## src/rtl/uart_io_arbiter_if.sv

```systemverilog
// uart_io_arbiter_if
//   Bundles the signals of uart_io_arbiter other than clk/rst. This covers the
//   two transmit requesters, the RX FIFO read port, the RX status outputs and
//   the UART instance pins.
//   modport slave  : the arbiter itself
//   modport master : the surrounding core/debug logic and UART
interface uart_io_arbiter_if;
   // transmit requesters
   logic       a_req;
   logic       b_req;
   logic [7:0] a_byte;
   logic [7:0] b_byte;
   logic       a_ack;
   logic       b_ack;
   // receive FIFO read port and status
   logic       rd_req;
   logic       rd_valid;
   logic [7:0] rd_byte;
   logic       clr;
   logic       rx_overrun;
   logic [7:0] rx_err_cnt;
   // UART pins
   logic       uart_transmit;
   logic [7:0] uart_tx_byte;
   logic       uart_is_transmitting;
   logic       uart_received;
   logic [7:0] uart_rx_byte;
   logic       uart_recv_error;

   modport slave (
      input  a_req, b_req, a_byte, b_byte, rd_req, clr,
             uart_is_transmitting, uart_received, uart_rx_byte, uart_recv_error,
      output a_ack, b_ack, rd_valid, rd_byte, rx_overrun, rx_err_cnt,
             uart_transmit, uart_tx_byte
   );

   modport master (
      output a_req, b_req, a_byte, b_byte, rd_req, clr,
             uart_is_transmitting, uart_received, uart_rx_byte, uart_recv_error,
      input  a_ack, b_ack, rd_valid, rd_byte, rx_overrun, rx_err_cnt,
             uart_transmit, uart_tx_byte
   );
endinterface

```

## src/rtl/uart_io_arbiter.sv

```systemverilog
// uart_io_arbiter
//   Shares one UART between requester A (core) and requester B (debug).
//   TX: round-robin grant, then sequences the UART transmit/is_transmitting
//   handshake. If busy never appears, transmit is reissued after 4 cycles.
//   RX: buffers received bytes in a 2^RX_DEPTH_LOG2 FIFO. It also keeps a
//   sticky overrun flag and a saturating framing-error count.
// Ports
//   clk  master clock
//   rst  asynchronous active-high reset (the UART is reset alongside)
//   bus  uart_io_arbiter_if.slave: requesters, RX read port, status, UART pins
module uart_io_arbiter #(
   parameter int RX_DEPTH_LOG2 = 2
) (
   input  logic               clk,
   input  logic               rst,
   uart_io_arbiter_if.slave   bus
);
   localparam int AW    = RX_DEPTH_LOG2;
   localparam int DEPTH = 1 << AW;

   // ---------------- TX arbiter / handshake FSM ----------------
   typedef enum logic [2:0] {IDLE, START, WAIT_BUSY, WAIT_DONE, ACK} tx_state_t;

   tx_state_t  state, state_n;
   logic       grant_b, grant_b_n;   // current grant is B
   logic       last_b, last_b_n;     // last completed grant was B
   logic [1:0] tout, tout_n;
   logic [7:0] tx_byte, tx_byte_n;
   logic       transmit_q, a_ack_q, b_ack_q;

   always_comb begin
      state_n   = state;
      grant_b_n = grant_b;
      last_b_n  = last_b;
      tout_n    = tout;
      tx_byte_n = tx_byte;
      case (state)
         IDLE: begin
            if (bus.a_req || bus.b_req) begin
               // With both requesting, B wins only if A was served last.
               grant_b_n = bus.b_req && (!bus.a_req || !last_b);
               tx_byte_n = grant_b_n ? bus.b_byte : bus.a_byte;
               state_n   = START;
            end
         end
         START: begin
            tout_n  = 2'd0;
            state_n = WAIT_BUSY;
         end
         WAIT_BUSY: begin
            if (bus.uart_is_transmitting)
               state_n = WAIT_DONE;
            else if (tout == 2'd3)
               state_n = START;        // 4th idle cycle: reissue the same byte
            else
               tout_n = tout + 2'd1;
         end
         WAIT_DONE: begin
            if (!bus.uart_is_transmitting)
               state_n = ACK;
         end
         ACK: begin
            last_b_n = grant_b;
            state_n  = IDLE;           // a still-high req is only seen in IDLE
         end
         default: state_n = IDLE;
      endcase
   end

   // Outputs are registered from the next-state decode, so each output is high
   // exactly while the FSM sits in the matching state.
   always_ff @(posedge clk or posedge rst) begin
      if (rst) begin
         state      <= IDLE;
         grant_b    <= 1'b0;
         last_b     <= 1'b1;           // makes A the first winner after reset
         tout       <= 2'd0;
         tx_byte    <= 8'd0;
         transmit_q <= 1'b0;
         a_ack_q    <= 1'b0;
         b_ack_q    <= 1'b0;
      end else begin
         state      <= state_n;
         grant_b    <= grant_b_n;
         last_b     <= last_b_n;
         tout       <= tout_n;
         tx_byte    <= tx_byte_n;
         transmit_q <= (state_n == START);
         a_ack_q    <= (state_n == ACK) && !grant_b_n;
         b_ack_q    <= (state_n == ACK) &&  grant_b_n;
      end
   end

   assign bus.uart_transmit = transmit_q;
   assign bus.uart_tx_byte  = tx_byte;
   assign bus.a_ack         = a_ack_q;
   assign bus.b_ack         = b_ack_q;

   // ---------------- RX FIFO ----------------
   // Pointers carry one extra wrap bit to tell full apart from empty.
   logic [AW:0] wp, rp;
   logic [7:0]  mem [DEPTH];
   logic        empty, full, push, pop;

   assign empty = (wp == rp);
   assign full  = (wp[AW] != rp[AW]) && (wp[AW-1:0] == rp[AW-1:0]);
   assign pop   = bus.rd_req && !empty;
   // A pop in the same cycle frees the slot that the push will use.
   assign push  = bus.uart_received && (!full || pop);

   always_ff @(posedge clk or posedge rst) begin
      if (rst) begin
         wp <= '0;
         rp <= '0;
      end else begin
         if (push) wp <= wp + 1'b1;
         if (pop)  rp <= rp + 1'b1;
      end
   end

   always_ff @(posedge clk) begin
      if (push) mem[wp[AW-1:0]] <= bus.uart_rx_byte;
   end

   assign bus.rd_valid = !empty;
   assign bus.rd_byte  = mem[rp[AW-1:0]];

   // ---------------- RX status ----------------
   logic       overrun_q;
   logic [7:0] err_cnt;

   // A set or increment event beats clr in the same cycle.
   always_ff @(posedge clk or posedge rst) begin
      if (rst) begin
         overrun_q <= 1'b0;
         err_cnt   <= 8'd0;
      end else begin
         if (bus.uart_received && full && !pop)
            overrun_q <= 1'b1;
         else if (bus.clr)
            overrun_q <= 1'b0;

         if (bus.uart_recv_error) begin
            if (bus.clr)
               err_cnt <= 8'd1;
            else if (err_cnt != 8'hFF)
               err_cnt <= err_cnt + 8'd1;
         end else if (bus.clr) begin
            err_cnt <= 8'd0;
         end
      end
   end

   assign bus.rx_overrun = overrun_q;
   assign bus.rx_err_cnt = err_cnt;

endmodule

```

## src/flat_wrapper.sv

```systemverilog
// flat-port wrapper written by rule: the top's interface ports become plain ports
module uart_io_arbiter_flat 
#(
   parameter int RX_DEPTH_LOG2 = 2
)
  (clk, rst, bus_a_req, bus_b_req, bus_a_byte, bus_b_byte, bus_rd_req, bus_clr, bus_uart_is_transmitting, bus_uart_received, bus_uart_rx_byte, bus_uart_recv_error, bus_a_ack, bus_b_ack, bus_rd_valid, bus_rd_byte, bus_rx_overrun, bus_rx_err_cnt, bus_uart_transmit, bus_uart_tx_byte);
  uart_io_arbiter_if bus_i ();
  input  logic clk;
  input  logic rst;
  input wire logic [$bits(bus_i.a_req)-1:0] bus_a_req;
  input wire logic [$bits(bus_i.b_req)-1:0] bus_b_req;
  input wire logic [$bits(bus_i.a_byte)-1:0] bus_a_byte;
  input wire logic [$bits(bus_i.b_byte)-1:0] bus_b_byte;
  input wire logic [$bits(bus_i.rd_req)-1:0] bus_rd_req;
  input wire logic [$bits(bus_i.clr)-1:0] bus_clr;
  input wire logic [$bits(bus_i.uart_is_transmitting)-1:0] bus_uart_is_transmitting;
  input wire logic [$bits(bus_i.uart_received)-1:0] bus_uart_received;
  input wire logic [$bits(bus_i.uart_rx_byte)-1:0] bus_uart_rx_byte;
  input wire logic [$bits(bus_i.uart_recv_error)-1:0] bus_uart_recv_error;
  output wire logic [$bits(bus_i.a_ack)-1:0] bus_a_ack;
  output wire logic [$bits(bus_i.b_ack)-1:0] bus_b_ack;
  output wire logic [$bits(bus_i.rd_valid)-1:0] bus_rd_valid;
  output wire logic [$bits(bus_i.rd_byte)-1:0] bus_rd_byte;
  output wire logic [$bits(bus_i.rx_overrun)-1:0] bus_rx_overrun;
  output wire logic [$bits(bus_i.rx_err_cnt)-1:0] bus_rx_err_cnt;
  output wire logic [$bits(bus_i.uart_transmit)-1:0] bus_uart_transmit;
  output wire logic [$bits(bus_i.uart_tx_byte)-1:0] bus_uart_tx_byte;
  assign bus_i.a_req = bus_a_req;
  assign bus_i.b_req = bus_b_req;
  assign bus_i.a_byte = bus_a_byte;
  assign bus_i.b_byte = bus_b_byte;
  assign bus_i.rd_req = bus_rd_req;
  assign bus_i.clr = bus_clr;
  assign bus_i.uart_is_transmitting = bus_uart_is_transmitting;
  assign bus_i.uart_received = bus_uart_received;
  assign bus_i.uart_rx_byte = bus_uart_rx_byte;
  assign bus_i.uart_recv_error = bus_uart_recv_error;
  assign bus_a_ack = bus_i.a_ack;
  assign bus_b_ack = bus_i.b_ack;
  assign bus_rd_valid = bus_i.rd_valid;
  assign bus_rd_byte = bus_i.rd_byte;
  assign bus_rx_overrun = bus_i.rx_overrun;
  assign bus_rx_err_cnt = bus_i.rx_err_cnt;
  assign bus_uart_transmit = bus_i.uart_transmit;
  assign bus_uart_tx_byte = bus_i.uart_tx_byte;
  uart_io_arbiter #(.RX_DEPTH_LOG2(RX_DEPTH_LOG2)) u_core (.clk(clk), .rst(rst), .bus(bus_i));
endmodule
```

## config.mk

```make
export PLATFORM = sky130hd
export DESIGN_NAME = uart_io_arbiter_flat
export DESIGN_NICKNAME = d
export VERILOG_FILES = /design/src/rtl/uart_io_arbiter_if.sv /design/src/rtl/uart_io_arbiter.sv /design/src/flat_wrapper.sv
export SDC_FILE = /design/constraint.sdc
export NUM_CORES = 1
export LEC_CHECK = 0
export ABC_AREA = 1
export BUFFER_PORTS_ARGS = -buffer_cell sky130_fd_sc_hd__buf_4
export CAP_MARGIN = 0
export CORE_MARGIN = 2
export CORE_UTILIZATION = 54
export CTS_CLUSTER_DIAMETER = 120
export DETAILED_ROUTE_END_ITERATION = 10
export GPL_ROUTABILITY_DRIVEN = 0
export PLACE_DENSITY = 0.9
export SYNTH_ARGS = -nofsm -noshare
export SYNTH_HDL_FRONTEND = slang
export SYNTH_SLANG_ARGS = --single-unit
```

## constraint.sdc

```tcl
create_clock -name clk -period 2.5 [get_ports clk]
set_clock_uncertainty 0.2 [all_clocks]
set_input_delay 0.625 -clock clk [delete_from_list [all_inputs] [get_ports clk]]
set_output_delay 0.625 -clock clk [all_outputs]
set_load 0.05 [all_outputs]
```

==> impl_metrics.ini <==
[status]
status = completed

[floorplan]
die_w_um = 78.2
ios = 62
coreArea_um2 = 5200
die_h_um = 78.2
rows = 26
dieArea_um2 = 6110
initial_core_util_pct = 57.0

[synthesis]
synth_seq_cells = 65
synthesis.area_um2 = 2970
yosysUniqueCellTypes = 28
synth.avg_cell_area_um2 = 9.64
yosysSeqAreaShare_pct = 60.2
synth_cells = 308
syn_nets = 348
ys.flop_type = edfxtp_1
ys_warn_count = 0
synth_edf_count = 32
async_flop_share_pct = 50.8

[clock_network]
clock_latency_ns = 0.33
holdBufCountCts = 0
cts_tree = yes
cts_buffers = 9
root_buffer = clkbuf_8
path_clk_slew_ns = 0.07
clock_path_buffers = 2
cts.sinks = 65
cts-htree-levels = 3

[power_and_ir_drop]
swShare_pct = 44.5
peakVddDrop_mv = 0.902
leakage_nw = 1.73
seq_power_share_pct = 34.8
p_comb_share_pct = 47.5
intPower_mw = 2.57
clockPowerShare_pct = 17.7
p_sw_mw = 2.06
power_density_nw_per_um2 = 1250

[cells_and_area]
layout_common_cells = buf_4 (68), nand2_1 (66), nor2_1 (44)
drive_gt1_share_pct = 26.0
layout_commonest_cell = buf_4
area_delta_synth_final_pct = 25.3
nFillCells = 379
fin_cells = 458
insertedDiodeCount = 0
nets = 423

[worst_setup_path]
slowest_delay_ns = 0.46
r2r_cells = 7
r2r_end = u_core.mem[0][2]
critPathCaptureType = primary output
critPathArrivalTime_ns = 1.58
reg2reg_slack_ns = 0.33
crit_slowest_cell = dfrtp_1
cp_common_cell = buf_4
path_buf_inv = 2
path_delay_family = buffers and inverters
cp.required_ns = 1.67
crit_type = register to primary output
crit_fanout = 16
r2r-start = u_core.rp[0]
worstPathCellList = buf_4 > o21ai_0 > o22ai_1 > buf_4
startpoint_type = register

[global_route]
busiest_layer = met2
grt_pass1_vias = 2429
gr-usage-met3_pct = 5.40
track_usage_pct = 22.5
gr-usage-met1_pct = 27.5
antenna_found_initial = 0
grt_overflow = 0
grt_pass1_wl_mm = 10.7
met2_usage_pct = 37.0
grt_start_max_net_pins = 34

[timing]
finalCritPeriodShare_pct = 96.2
clock.fmax_ghz = 0.416
slew_headroom_pct = 48.9
drv_slew = 0
fin_setup_tns_ns = 0
tightest_slew_ns = 0.764
rsz0062_at_grt = false
setup_ws_ns = 0.0948
hold_viol = 0
setup_viol = 0
min_period_ns = 2.41

[hold_path]
worstHoldPathType = input pin to asynchronous set/reset pin

[drt]
avgRoutedWirePerCell_um = 13.7
routed_wl_mm = 6.28
dr.pass1.iters = 7
postRouteAntennaNets = 0
drt_iter0_markers = 215
vias_per_cell = 5.27
route.vias.total = 2413
drc_errors = 0

[place]
dp_cells = 438
dp_hpwl_mm = 4.42
portBuffers = 61
dpl_worst_slack_ns = 0.307

[job]
drv_cap = 0
## tightest hold or removal path, cell delays in order
cell	delay (ns)
buf_4	0.10
inv_1	0.04
buf_4	0.37
## kinds of logic (layout without fill, tap and decap cells)
kind of cell | after synthesis | in the layout | synth area share, %
fa+ha+maj | 7 | 7 | 2.95
buf+inv | 32 | 112 | 4.51
xor+xnor | 2 | 2 | 0.590
compound gates | 50 | 50 | 8.85
flops | 65 | 65 | 60.2
mux | 1 | 1 | 0.379
simple gates | 151 | 151 | 22.5
## routing by layer
layer  share of wire (%)  vias up  wire length, um
met5                   0        -                0
met4                 1.4        0               91
met3                 6.0        9              376
met2                  51       94             3190
met1                  42     1126             2620
li1                    -     1184                -
## stage by stage
stage	util [%]	area [um^2]	hold slack (ns)	total power [mW]
after floorplan	-	2970	0.266	3.17
after global placement	67.5	3510	0.274	3.70
after detailed placement	67.5	3510	0.288	3.78
after CTS	70.9	3690	0.175	4.61
after global routing	71.5	3720	0.223	4.93
final	71.5	3720	0.176	4.64
## state kept, by name, indices dropped and copies added, names as in the netlist
register                  count
u_core.bus.b_ack              1
u_core.last_b                 1
u_core.bus.rx_overrun         1
u_core.wp                     3
u_core.rp                     3
u_core.mem                   32
u_core.bus.uart_transmit      1
u_core.state                  3
u_core.bus.a_ack              1
u_core.tout                   2
u_core.grant_b                1
u_core.bus.uart_tx_byte       8
u_core.bus.rx_err_cnt         8
## power groups by stage
| stage | logic [mW] | registers (mW) | clock network [mW] |
|---|---|---|---|
| final | 2.20 | 1.61 | 0.819 |
| after floorplan | 1.30 | 1.87 | 0 |
| after global placement | 2.08 | 1.62 | 0 |
| after global routing | 2.40 | 1.64 | 0.878 |
| after detailed placement | 2.14 | 1.64 | 0 |
| after CTS | 2.14 | 1.63 | 0.838 |
## cell usage after synthesis (2+ instances only)
master,count,area [um^2]
o21ai_0,28,140
nor2_1,44,165
ha_1,7,87.6
inv_1,23,86.3
xor2_1,2,17.5
a21oi_1,2,10.0
nor3_1,2,10.0
edfxtp_1,32,961
buf_2,3,15.0
nand2_1,66,248
dfrtp_1,32,801
o22ai_1,8,50.1
o21ai_1,11,55.1
nor2_4,2,22.5
inv_2,4,15.0
nand2_4,3,33.8
nand2_2,5,31.3
nand4_1,3,18.8
nand3_1,22,110
## worst max-delay path by stage
stage | start | to | depth (start not counted)
2_1_floorplan | u_core.rp[0] | bus_rd_byte[6] | 5
3_3_place_gp | bus_rd_req | u_core.mem[2][4] | 5
3_5_place_dp | u_core.rp[1] | u_core.mem[0][4] | 7
4_1_cts | u_core.rp[1] | bus_rd_byte[2] | 5
5_1_grt | u_core.rp[1] | bus_rd_byte[2] | 5
6_report | u_core.rp[0] | bus_rd_byte[3] | 4
## final cells by class
cell class	instances	area (um^2)	area share, %
clock buffer	12	135	3.63
clock inverter	4	43.8	1.18
inverter	28	108	2.89
multi-input combinational	211	1050	28.1
sequential	65	1790	48.1
tap	70	87.6	2.35
timing repair buffer	68	510	13.7
## what timing repair did
action                                  4_1_cts  5_1_grt
endpoints found under the setup margin        1        2
gates resized for setup                       1        0
buffers inserted                              0        4
pin swaps                                     0        1
Power figures use the tool's default switching activity.
